$ cat config.mk
export PLATFORM = sky130hd
export DESIGN_NAME = serial_frame_receiver
export DESIGN_NICKNAME = d
export VERILOG_FILES = /design/src/rtl/serial_frame_receiver.sv
export SDC_FILE = /design/constraint.sdc
export NUM_CORES = 1
export LEC_CHECK = 0
export CAP_MARGIN = 20
export CORE_MARGIN = 2
export CORE_UTILIZATION = 50
export DETAILED_ROUTE_END_ITERATION = 8
export GPL_TIMING_DRIVEN = 1
export PLACE_DENSITY = 0.71
export SLEW_MARGIN = 5
export SYNTH_ARGS = -nofsm -noshare
export SYNTH_HDL_FRONTEND = slang
export SYNTH_SLANG_ARGS = --single-unit
$ cat constraint.sdc
create_clock -name i_clk -period 3.7 [get_ports i_clk]
set_input_delay 0.925 -clock i_clk [delete_from_list [all_inputs] [get_ports i_clk]]
set_output_delay 0.925 -clock i_clk [all_outputs]
set_load 0.005 [all_outputs]
$ cat src/rtl/serial_frame_receiver.sv
// serial_frame_receiver
// Hunts for a start bit on a serial line, shifts in N data bits LSB-first,
// checks an optional even-parity bit and the stop bit, and presents the
// assembled word on a one-entry valid/ready output buffer with overrun
// detection. All outputs are registered.

module serial_frame_receiver #(
  parameter int N         = 8,
  parameter bit PARITY_EN = 1'b1
) (
  input  logic         i_clk,
  input  logic         i_rst,
  input  logic         i_si,
  input  logic         i_bit_en,
  input  logic         i_ready,
  output logic [N-1:0] o_dout,
  output logic         o_valid,
  output logic         o_par_err,
  output logic         o_frm_err,
  output logic         o_overrun,
  output logic         o_busy
);

  localparam int CNT_W = $clog2(N + 1);

  typedef enum logic [1:0] {
    S_IDLE   = 2'd0,
    S_DATA   = 2'd1,
    S_PARITY = 2'd2,
    S_STOP   = 2'd3
  } state_t;

  state_t           r_state;
  state_t           w_state_nxt;
  logic [N-1:0]     r_sr;
  logic [CNT_W-1:0] r_cnt;
  logic             r_perr;

  logic [N-1:0]     r_dout;
  logic             r_valid;
  logic             r_par_err;
  logic             r_frm_err;
  logic             r_overrun;
  logic             r_busy;

  logic             w_last_data;
  logic             w_stop_edge;
  logic             w_load;

  // A correct even-parity bit equals the XOR of the data bits, so any
  // difference between the two flags a parity error.
  function automatic logic f_par_mismatch(input logic par_bit,
                                          input logic [N-1:0] data);
    return par_bit ^ (^data);
  endfunction

  assign w_last_data = (r_cnt == CNT_W'(N - 1));
  assign w_stop_edge = i_bit_en && (r_state == S_STOP);
  // A new frame may land only if the buffer is empty or drained this edge.
  assign w_load      = w_stop_edge && (!r_valid || i_ready);

  // Next-state logic: only bit_en edges move the receiver along.
  always_comb begin
    w_state_nxt = r_state;
    if (i_bit_en) begin
      case (r_state)
        S_IDLE:   if (!i_si) w_state_nxt = S_DATA;
        S_DATA:   if (w_last_data) w_state_nxt = PARITY_EN ? S_PARITY : S_STOP;
        S_PARITY: w_state_nxt = S_STOP;
        S_STOP:   w_state_nxt = S_IDLE;
        default:  w_state_nxt = S_IDLE;
      endcase
    end
  end

  // State register.
  always_ff @(posedge i_clk) begin
    if (i_rst) r_state <= S_IDLE;
    else       r_state <= w_state_nxt;
  end

  // Frame assembly: shift register, bit counter and captured parity result.
  always_ff @(posedge i_clk) begin
    if (i_rst) begin
      r_sr   <= '0;
      r_cnt  <= '0;
      r_perr <= 1'b0;
    end else if (i_bit_en) begin
      case (r_state)
        S_IDLE: begin
          if (!i_si) begin
            r_cnt  <= '0;
            r_perr <= 1'b0;
          end
        end
        S_DATA: begin
          r_sr  <= {i_si, r_sr[N-1:1]};
          r_cnt <= r_cnt + CNT_W'(1);
        end
        S_PARITY: r_perr <= f_par_mismatch(i_si, r_sr);
        default: ;
      endcase
    end
  end

  // Output buffer: commit on the stop-bit edge, drop with overrun if full.
  always_ff @(posedge i_clk) begin
    if (i_rst) begin
      r_dout    <= '0;
      r_valid   <= 1'b0;
      r_par_err <= 1'b0;
      r_frm_err <= 1'b0;
      r_overrun <= 1'b0;
      r_busy    <= 1'b0;
    end else begin
      r_overrun <= 1'b0;
      r_busy    <= (w_state_nxt != S_IDLE);
      if (w_load) begin
        r_dout    <= r_sr;
        r_par_err <= PARITY_EN ? r_perr : 1'b0;
        r_frm_err <= ~i_si;
        r_valid   <= 1'b1;
      end else if (w_stop_edge) begin
        r_overrun <= 1'b1;
      end else if (r_valid && i_ready) begin
        r_valid <= 1'b0;
      end
    end
  end

  assign o_dout    = r_dout;
  assign o_valid   = r_valid;
  assign o_par_err = r_par_err;
  assign o_frm_err = r_frm_err;
  assign o_overrun = r_overrun;
  assign o_busy    = r_busy;

endmodule
==> Flow_metrics.wiki, run 1 <==
{| class="wikitable"
! Metric !! Value
|-
| Share of synthesized area spent on multiplexers || 7.73%
|-
| Pin slew with the least headroom to its limit || 778 ps
|-
| Via count of the first global-routing pass || 782
|-
| Hold Path End || r_perr
|-
| Top fanout value on the critical path || 11
|-
| Length in cells of the worst reg-to-reg path || 4
|-
| Critical path data arrival time || roughly 2600 ps
|-
| Critical hold path startpoint || r_perr
|-
| Average wire per standard cell || 11.4 um
|-
| Worst-case clock buffer depth || 2
|-
| Area fraction in and, or, nand and nor cells after synthesis || 22.2%
|-
| Buffer cell driving the clock tree root || clkbuf_4
|-
| P_int || 426 uW
|-
| Critical path's largest stage delay || ~630 ps
|-
| Ys Warns || 0
|-
| Width of the die || 52.3 um
|-
| Routed via count divided by cell count || 5.27
|-
| R2r setup slk || 2030 ps
|-
| Setup TNS || 0 ps
|-
| Cell family contributing the most delay on the critical path || simple AND/OR/NAND/NOR gates
|-
| Data required time of the worst path || 3930 ps
|-
| Library cells used by synthesis || 31
|-
| Hold Crit Class || register to register
|-
| Core area || 2210 um2
|-
| Hold bufs inserted after CTS || 0
|-
| Remaining global-route overflow || 0
|-
| Final Hold Vio Count || 0
|-
| Worst hold path cell count || 2
|-
| Wire length of the first global-routing pass || about 3400 um
|-
| Run status || finished, final reports clean
|-
| Power share of the combinational group || 5.2%
|-
| Clock latency reported for the late side of the worst-skew pair || between 300 and 400 ps
|-
| Final setup slack of the worst path || approximately 1300 ps
|-
| Class of the most critical setup path || primary input to register
|-
| Number of maximum-capacitance violations || 0
|-
| Starting Density || between 50 and 60%
|-
| Static leakage || approximately 0.48 nW
|-
| Count of TritonRoute iterations in the first routing pass || 4
|-
| Area growth from synthesis to layout || 18.8%
|-
| Critical path buffers and inverters || 1
|-
| Via count of the routed design || 890
|-
| Area share of the largest cell type after synthesis || 48.1%
|-
| Max rail drop VDD || approximately 0.27 mV
|-
| Total setup violations reported at the end of the flow || 0
|-
| Share of the synthesized area in compound gates (AO/OA/AOI/OAI) || between 10% and 20%
|-
| Final layout net count || 148
|-
| Total standard cell area after synthesis || between 1000 and 1500 um2
|-
| Worst slack after detailed placement || 953 ps
|-
| Dominant cells by area after synthesis || dfxtp_1 (48%), mux2i_1 (7.7%), nand2_1 (6.4%)
|-
| Critical path, cell by cell || clkdlybuf4s50_1 -> nand3_2 -> nor2b_2 -> mux2i_1 -> nor2_1
|-
| Count of boundary I/O pins || 18
|-
| Most common cell after layout, fill and taps aside || dfxtp_1
|-
| Power density over the cells || 383 nW/um2
|-
| Final clock period utilization by the worst path || 64.3%
|-
| Starting DRC count in detailed routing || 8
|-
| Die Span Y || 52.3 um
|-
| Number of placement rows || 17
|-
| Remaining antenna violation count || 0
|-
| Wire length after detailed routing || about 1900 um
|-
| Largest net degree at the start of global routing || 30
|-
| Instance count of the mapped netlist || 127
|-
| # Post-CTS Setup Buffers || 0
|-
| Placer congestion estimate || 0.761
|-
| Sinks on the clock net || 28
|-
| Floorplan die area || between 2000 and 3000 um2
|-
| Number of design rule violations left after detail routing || 0
|-
| Sequential fraction of the synthesis area || 48.1%
|-
| Worst setup EP type || register
|-
| Origin of the critical flop-to-flop path || r_state[0]
|-
| Leading cell types in the layout, fill and taps excluded || dfxtp_1 (28), nand2_1 (20), nor2_1 (18), clkdlybuf4s50_1 (17), a21oi_1 (12)
|-
| Shortest period the worst path allows || 2380 ps
|-
| Fraction of layout cells with a size suffix above 1 || 5.67%
|-
| Worst max-slew margin expressed relative to the limit || approximately 48%
|-
| Hold Slack || 489 ps
|-
| IO buf count || 17
|-
| Dominant cell type by area after synthesis || dfxtp_1
|-
| Sequential power share || 58.0%
|-
| Clock tree from TritonCTS || done
|-
| Total inserted antenna cells || 0
|-
| Slowest library cell on the worst path || clkdlybuf4s50_1
|-
| Antenna violations before repair || 0
|-
| Max-slew violations || 0
|-
| Post-detail-place hpwl || between 1000 and 1500 um
|-
| NetSw || 104 uW
|-
| Peak clock frequency supported by timing || 421 MHz
|-
| End of the worst register-to-register path || o_dout[2]
|-
| Clock transition at the registers of the reported paths || 150 ps
|-
| Num CTS Buffers || 3
|-
| Number of storage elements in the synthesis netlist || 28
|-
| Average size of a mapped cell || 9.17 um2
|-
| XOR/XNOR share of the synthesized area || under 10%
|-
| Post-synthesis share of cell area spent on full adders, half adders and majority gates || 1.07%
|-
| CP Launch Point || i_bit_en
|-
| Switching Share || 19.7%
|-
| Main combinational cell family by area after synthesis || simple AND/OR/NAND/NOR gates
|-
| Level count of the clock H-tree || 1
|-
| Gates resized, CTS repair || 0
|-
| Clock power frac || 36.8%
|-
| Largest clock skew in the final design || 8.55 ps
|-
| Unrepaired setup endpoints after global routing || no
|-
| Nature of the critical path startpoint || primary input
|-
| Overall Global Routing Usage || 16.6%
|-
| Net count after synthesis || around 130
|}
## per-stage QoR
step	std cells	instance area [um2]	total power, mW	utilization [%]
floorplan	127	1160	0.333	-
global placement	165	1330	0.341	60.2
detailed placement	165	1330	0.342	60.2
CTS	169	1380	0.537	62.6
global route	169	1380	0.552	62.6
finish	169	1380	0.530	62.6
## worst min-delay path: cells and delay by family, from the launching register on
kind | cells | cell delay [ps]
buffers and inverters | 1 | 50
AO/OA/AOI/OAI | 1 | 80
flip-flops | 1 | 340
## flip-flops by register name, summed over array words and instances (netlist names)
| name | flops |
|---|---|
| o_frm_err | 1 |
| o_par_err | 1 |
| o_overrun | 1 |
| o_dout | 8 |
| r_cnt | 4 |
| r_perr | 1 |
| o_valid | 1 |
| r_state | 2 |
| r_sr | 8 |
| o_busy | 1 |
## worst max path at each step
stage,end,slack [ps],cells past startpoint
after floorplan,o_dout[7],1870,6
after global placement,o_dout[7],1030,5
after detailed placement,o_dout[2],950,5
after CTS,o_dout[2],1320,5
after global routing,r_cnt[0],1130,5
final,o_dout[2],1320,5
## cell usage after synthesis
cell type   n
xnor2_1     4
or4bb_1     1
nor2b_2     1
dfxtp_1    28
a22oi_1     1
inv_1       1
o21ai_0     2
nand2_1    20
buf_1       1
a311oi_1    1
a211oi_1    2
nand2b_1    2
clkbuf_1    2
xnor3_1     1
buf_4       4
mux2i_1     9
nand3b_2    1
a21oi_1    12
ha_1        1
o32ai_1     1
buf_2       1
nor2b_1     2
nor3_1      1
nor3b_1     1
nor2_1     18
nand3_2     1
xor2_1      2
nand3b_1    2
and3b_1     2
nand3_1     1
o31ai_1     1
## routing by layer
metal	wire [um]	track usage [%]	vias to the layer above
li1	-	-	454
met1	968	22.5	411
met2	839	24.7	21
met3	75	3.43	4
met4	41	8.97	0
met5	0	0	-
## power by group through the flow
stage                     Combinational [mW]  Clock [mW]  Sequential [mW]
after floorplan                       0.0205           0            0.312
after global placement                0.0275           0            0.314
after detailed placement              0.0276           0            0.314
after CTS                             0.0278       0.202            0.307
after global routing                  0.0306       0.213            0.308
final                                 0.0275       0.195            0.307
## cell type report
| cell class | instances | area, um2 |
|---|---|---|
| clock inverters | 1 | 30.0 |
| inverters | 1 | 3.75 |
| repair buffers | 18 | 178 |
| flip-flops and latches | 28 | 561 |
| multi-input cells | 90 | 554 |
| fillers | 213 | 828 |
| well taps | 28 | 35.0 |
| clock buffers | 3 | 22.5 |
## cells by family (layout without fill, tap and decap cells)
family,Yosys count,in the layout
AO/OA/AOI/OAI,20,20
XOR/XNOR,7,7
adder cells (fa/ha/maj),1,1
buffers and inverters,9,23
flip-flops,28,28
multiplexers,9,9
AND/OR/NAND/NOR,53,53
(Power assumes the default switching activity.)
==> run 2: changes to the inputs <==
==> constraint.sdc (replaced) <==
create_clock -name i_clk -period 2.4 [get_ports i_clk]
set_input_delay 0.6 -clock i_clk [delete_from_list [all_inputs] [get_ports i_clk]]
set_output_delay 0.6 -clock i_clk [all_outputs]
set_load 0.005 [all_outputs]
==> run 2 against run 1 <==
  * Clock skew decreased by 6.9 ps
  * Hold slack about the same
  * Critical endpoint is now o_dout[6]
  * Global-route usage increased by 1.2 points
  * Worst setup slack got worse by 730 ps
  * Final cell count increased by 1.2%
  * Via count increased by 0.34%
  * Wire length increased by 6.9%
  * Sequential power increased by 54%
  * Largest cell class unchanged
  * Flip-flop and latch count unchanged
  * First-iteration DRC count increased by 25%
==> Flow_metrics.wiki, run 2 (synthesized netlist as in run 1, its figures left out) <==
{| class="wikitable"
! Metric !! Value
|-
| Critical path, cell by cell || clkdlybuf4s50_1
|-
| Routed via count divided by cell count || 5.22
|-
| Static leakage || 0.479 nW
|-
| Via count of the first global-routing pass || 824
|-
| Wire length of the first global-routing pass || approximately 3500 um
|-
| Pin slew with the least headroom to its limit || 322 ps
|-
| Final clock period utilization by the worst path || 75.3%
|-
| Fraction of layout cells with a size suffix above 1 || 6.99%
|-
| Origin of the critical flop-to-flop path || r_state[0]
|-
| Largest clock skew in the final design || 1.67 ps
|-
| Clock latency reported for the late side of the worst-skew pair || about 340 ps
|-
| Hold Slack || around 500 ps
|-
| Fin util || 62.5%
|-
| Overall Global Routing Usage || 17.8%
|-
| Power density over the cells || 545 nW/um2
|-
| Max-slew violations || 0
|-
| Remaining global-route overflow || 0
|-
| Number of placement rows || 17
|-
| Num CTS Buffers || 3
|-
| IO buf count || 17
|-
| Gates resized, CTS repair || 0
|-
| Run status || finished, final reports clean
|-
| Buffer cell driving the clock tree root || clkbuf_4
|-
| Remaining antenna violation count || 0
|-
| Top fanout value on the critical path || 2
|-
| R2r setup slk || 1000 ps
|-
| Placer congestion estimate || 0.707
|-
| Number of design rule violations left after detail routing || 0
|-
| Placed Instance Area || 1350 um2
|-
| Slowest library cell on the worst path || clkdlybuf4s50_1
|-
| Total inserted antenna cells || 0
|-
| Floorplan die area || 2730 um2
|-
| Count of TritonRoute iterations in the first routing pass || 4
|-
| Worst setup EP type || output pin
|-
| Starting Density || 52.7%
|-
| Final layout net count || 150
|-
| Data required time of the worst path || 1800 ps
|-
| Width of the die || roughly 52 um
|-
| Hold Crit Class || register to register
|-
| Peak clock frequency supported by timing || roughly 550 MHz
|-
| Unrepaired setup endpoints after global routing || no
|-
| Count of boundary I/O pins || 18
|-
| Critical path data arrival time || roughly 1200 ps
|-
| Cell family contributing the most delay on the critical path || buffers and inverters
|-
| Critical path buffers and inverters || 1
|-
| Sinks on the clock net || 28
|-
| End of the worst register-to-register path || o_dout[6]
|-
| Clock transition at the registers of the reported paths || 150 ps
|-
| Largest net degree at the start of global routing || 29
|-
| Die Span Y || 52.3 um
|-
| # Post-CTS Setup Buffers || 0
|-
| Most common cell after layout, fill and taps aside || dfxtp_1
|-
| Max rail drop VDD || 0.368 mV
|-
| Worst hold path cell count || 1
|-
| Length in cells of the worst reg-to-reg path || 5
|-
| Leading cell types in the layout, fill and taps excluded || dfxtp_1 (28), nand2_1 (20), nor2_1 (18), clkdlybuf4s50_1 (17), a21oi_1 (12)
|-
| Shortest period the worst path allows || 1810 ps
|-
| Area growth from synthesis to layout || 18.7%
|-
| Worst path depth || 1
|-
| # fillers || 210
|-
| Worst-case clock buffer depth || 2
|-
| CP Launch Point || o_dout[6]
|-
| Class of the most critical setup path || register to output pin
|-
| Starting DRC count in detailed routing || 10
|-
| Antenna violations before repair || 0
|-
| Wire length after detailed routing || between 2000 and 2500 um
|-
| Clock tree from TritonCTS || done
|-
| Total setup violations reported at the end of the flow || 0
|-
| Endpoint of the worst setup timing path || o_dout[6]
|-
| Average wire per standard cell || 12.0 um
|-
| Nature of the critical path startpoint || register
|-
| Setup TNS || 0 ps
|-
| Post-detail-place hpwl || between 1000 and 1500 um
|-
| Core area || 2210 um2
|-
| Post-Layout Inst Area || 1380 um2
|-
| Critical path's largest stage delay || 510 ps
|-
| Number of maximum-capacitance violations || 0
|-
| Level count of the clock H-tree || 1
|-
| Final Hold Vio Count || 0
|-
| Hold bufs inserted after CTS || 0
|-
| Via count of the routed design || roughly 890
|-
| Worst max-slew margin expressed relative to the limit || just under 80%
|}
[run 2: worst min-delay path by stage]
stage	start	end	slack, ps
finish	r_cnt[3]	r_cnt[3]	490
detailed placement	r_cnt[3]	r_cnt[3]	470
floorplan	r_cnt[3]	r_cnt[3]	440
CTS	r_cnt[3]	r_cnt[3]	490
global route	r_cnt[3]	r_cnt[3]	510
global placement	r_cnt[3]	r_cnt[3]	460
[run 2: cell type report]
cell class | instances | area [um2] | area share, %
flip-flops and latches | 28 | 561 | 40.5
multi-input cells | 90 | 554 | 40.1
repair buffers | 20 | 193 | 13.9
clock buffers | 4 | 36.3 | 2.62
well taps | 28 | 35.0 | 2.53
inverters | 1 | 3.75 | 0.271
[run 2: worst register-to-register path, delay by kind of cell (launching register included)]
kind | cells | cell delay [ps]
and+or+nand+nor | 3 | 350
DFF | 1 | 540
buffers and inverters | 1 | 210
muxes | 1 | 210
[run 2: power by group]
group	switching [mW]	internal [mW]	total, mW
logic	0.0237	0.0196	0.0433
clock network	0.143	0.0931	0.236
registers	0.00495	0.469	0.474
[run 2: routing by layer]
metal  wire, um  GRT usage [%]  share of wire (%)  vias up
met2        874           28.9                 43       21
met3         97           3.14                4.7        5
li1           -              -                  -      458
met1       1030           21.5                 50      409
met4         53           11.5                2.6        0
met5          0              0                  0        -
[run 2: stage by stage]
step / power, mW / worst slack (ps) / std cells
5_1_grt: 0.772 / 519 / 171
3_5_place_dp: 0.528 / 282 / 167
6_report: 0.753 / 594 / 171
3_3_place_gp: 0.527 / 318 / 167
2_1_floorplan: 0.513 / 895 / 127
4_1_cts: 0.763 / 567 / 171
==> run 3: changes to the inputs <==
--- a/config.mk
+++ b/config.mk
@@ -7,10 +7,10 @@
 export LEC_CHECK = 0
 export CAP_MARGIN = 20
 export CORE_MARGIN = 2
-export CORE_UTILIZATION = 50
+export CORE_UTILIZATION = 46
 export DETAILED_ROUTE_END_ITERATION = 8
 export GPL_TIMING_DRIVEN = 1
-export PLACE_DENSITY = 0.71
+export PLACE_DENSITY = 0.69
 export SLEW_MARGIN = 5
 export SYNTH_ARGS = -nofsm -noshare
 export SYNTH_HDL_FRONTEND = slang
==> constraint.sdc (replaced) <==
create_clock -name i_clk -period 1.5 [get_ports i_clk]
set_input_delay 0.375 -clock i_clk [delete_from_list [all_inputs] [get_ports i_clk]]
set_output_delay 0.375 -clock i_clk [all_outputs]
set_load 0.005 [all_outputs]
==> run 3 against run 2 <==
  * Total power increased by 75%
  * Die area is 8.0% higher
  * Final area rose by 6.7%
  * Utilization decreased by 1.9 points
  * Via count grew 4.9%
  * Critical endpoint is now r_perr
  * Wire length increased by 8.9%
  * Non-clock buffer count is 8 higher
  * Global-route usage is 0.69 points lower
==> Flow_metrics.wiki, run 3 (synthesized netlist as in run 1, its figures left out) <==
{| class="wikitable"
! Metric !! Value
|-
| Unrepaired setup endpoints after global routing || no
|-
| Worst slack after detailed placement || -240 ps
|-
| Placer congestion estimate || 0.715
|-
| Area growth from synthesis to layout || 26.6%
|-
| Remaining global-route overflow || 0
|-
| Post-route non-filler standard cell count || 181
|-
| Number of maximum-capacitance violations || 0
|-
| Power density over the cells || 892 nW/um2
|-
| Worst setup EP type || register
|-
| Total setup violations reported at the end of the flow || 0
|-
| Level count of the clock H-tree || 1
|-
| Critical path's largest stage delay || ~440 ps
|-
| Clock latency reported for the late side of the worst-skew pair || 320 ps
|-
| Via count of the routed design || 937
|-
| Leading cell types in the layout, fill and taps excluded || nand2_1 (20), nor2_1 (18), dfxtp_1 (16), dlygate4sd2_1 (13)
|-
| Static leakage || about 0.60 nW
|-
| Via count of the first global-routing pass || 845
|-
| Count of TritonRoute iterations in the first routing pass || 4
|-
| Num CTS Buffers || 3
|-
| Routed via count divided by cell count || just over 5
|-
| Data required time of the worst path || 1720 ps
|-
| Total inserted antenna cells || 0
|-
| Remaining antenna violation count || 0
|-
| Nature of the critical path startpoint || register
|-
| Top fanout value on the critical path || 4
|-
| Pin slew with the least headroom to its limit || 325 ps
|-
| Buffer cell driving the clock tree root || clkbuf_4
|-
| Critical path data arrival time || 1590 ps
|-
| Register Area || ~580 um2
|-
| Number of design rule violations left after detail routing || 0
|-
| Slowest library cell on the worst path || dfxtp_1
|-
| Final setup slack of the worst path || roughly 130 ps
|-
| Final Hold Vio Count || 0
|-
| Worst max-slew margin expressed relative to the limit || 78.3%
|-
| Most common cell after layout, fill and taps aside || nand2_1
|-
| Largest clock skew in the final design || 5.57 ps
|-
| Fraction of layout cells with a size suffix above 1 || 19.9%
|-
| Overall Global Routing Usage || between 10% and 20%
|-
| Inst Count DP || roughly 180
|-
| Shortest period the worst path allows || 1370 ps
|-
| Worst-case clock buffer depth || 2
|-
| Max-slew violations || 0
|-
| Area of the multi-input gates || around 550 um2
|-
| Sinks on the clock net || 28
|-
| Die Span Y || 54.3 um
|-
| Clock tree from TritonCTS || done
|-
| Core area || about 2400 um2
|-
| Average wire per standard cell || 12.4 um
|-
| Setup TNS || 0 ps
|-
| Wire length of the first global-routing pass || between 3000 and 4000 um
|-
| Class of the most critical setup path || register to register
|-
| Peak clock frequency supported by timing || about 730 MHz
|-
| Largest net degree at the start of global routing || 29
|-
| Max rail drop VDD || 0.550 mV
|-
| Antenna violations before repair || 0
|-
| Count of boundary I/O pins || 18
|-
| Wire length after detailed routing || between 2000 and 2500 um
|-
| Total power consumption of the routed design || about 1.3 mW
|-
| IO buf count || 17
|-
| Final clock period utilization by the worst path || 91.2%
|-
| Run status || finished, final reports clean
|-
| Starting Density || 47.9%
|-
| Width of the die || 54.3 um
|-
| Number of placement rows || 18
|-
| Starting DRC count in detailed routing || 11
|-
| Clock transition at the registers of the reported paths || ~140 ps
|-
| Post-detail-place hpwl || 1580 um
|-
| Final layout net count || 158
|-
| Hold Slack || 486 ps
|-
| Hold Crit Class || register to register
|-
| Critical path, cell by cell || xor2_1 -> xnor3_1 -> xnor2_1 -> o32ai_1
|-
| # fillers || ~230
|-
| Floorplan die area || around 3000 um2
|}
## run 3: changes by cell type in the layout (fill, tap and decap cells not counted), sizes merged
cell           previous run  this run
dlymetal6s2s              0         1
clkbuf                    4         3
dlygate4sd2               0        13
clkdlybuf4s50            17         3
buf                       3        11
bufinv                    0         1
## run 3: report_power, final
group          internal (mW)  switching [mW]
clock network          0.270           0.209
registers              0.750         0.00830
logic                 0.0373          0.0411
total                   1.06           0.259
## run 3: repair_timing
action                                  CTS  global route
gates cloned                              0             0
hold buffers                              0             0
setup buffers                             1             0
gates resized for setup                  25             1
endpoints found under the setup margin   13             1
## run 3: final timing paths
check            from        to  slack (ps)  cells past startpoint
max           r_sr[6]    r_perr         130                      4
min          r_cnt[3]  r_cnt[3]         490                      1
max reg2reg   r_sr[6]    r_perr         130                      4
min reg2reg  r_cnt[3]  r_cnt[3]         490                      1
## run 3: final cells by class
cell class	instances	share of cell area [%]
clock buffers	3	1.53
multi-input cells	90	37.6
clock inverters	1	2.04
well taps	30	2.54
inverters	1	0.254
flip-flops and latches	28	39.0
repair buffers	28	17.0
## run 3: critical path, delay by kind of cell (launching register included)
| family | cells | cell delay [ps] |
|---|---|---|
| compound gates | 1 | 80 |
| flops | 1 | 440 |
| xor+xnor | 3 | 750 |
## run 3: metrics by stage
stage / area (um2) / utilization [%]
3_3_place_gp: 1410 / 58.1
6_report: 1480 / 60.6
4_1_cts: 1470 / 60.5
2_1_floorplan: 1160 / -
3_5_place_dp: 1410 / 58.1
5_1_grt: 1480 / 60.6
## run 3: metal layers
layer | vias up | wire, um | global-route usage [%]
li1 | 473 | - | -
met1 | 439 | 994 | 20.5
met2 | 23 | 1100 | 30.1
met3 | 2 | 136 | 3.28
met4 | 0 | 10 | 6.25
met5 | - | 0 | 0
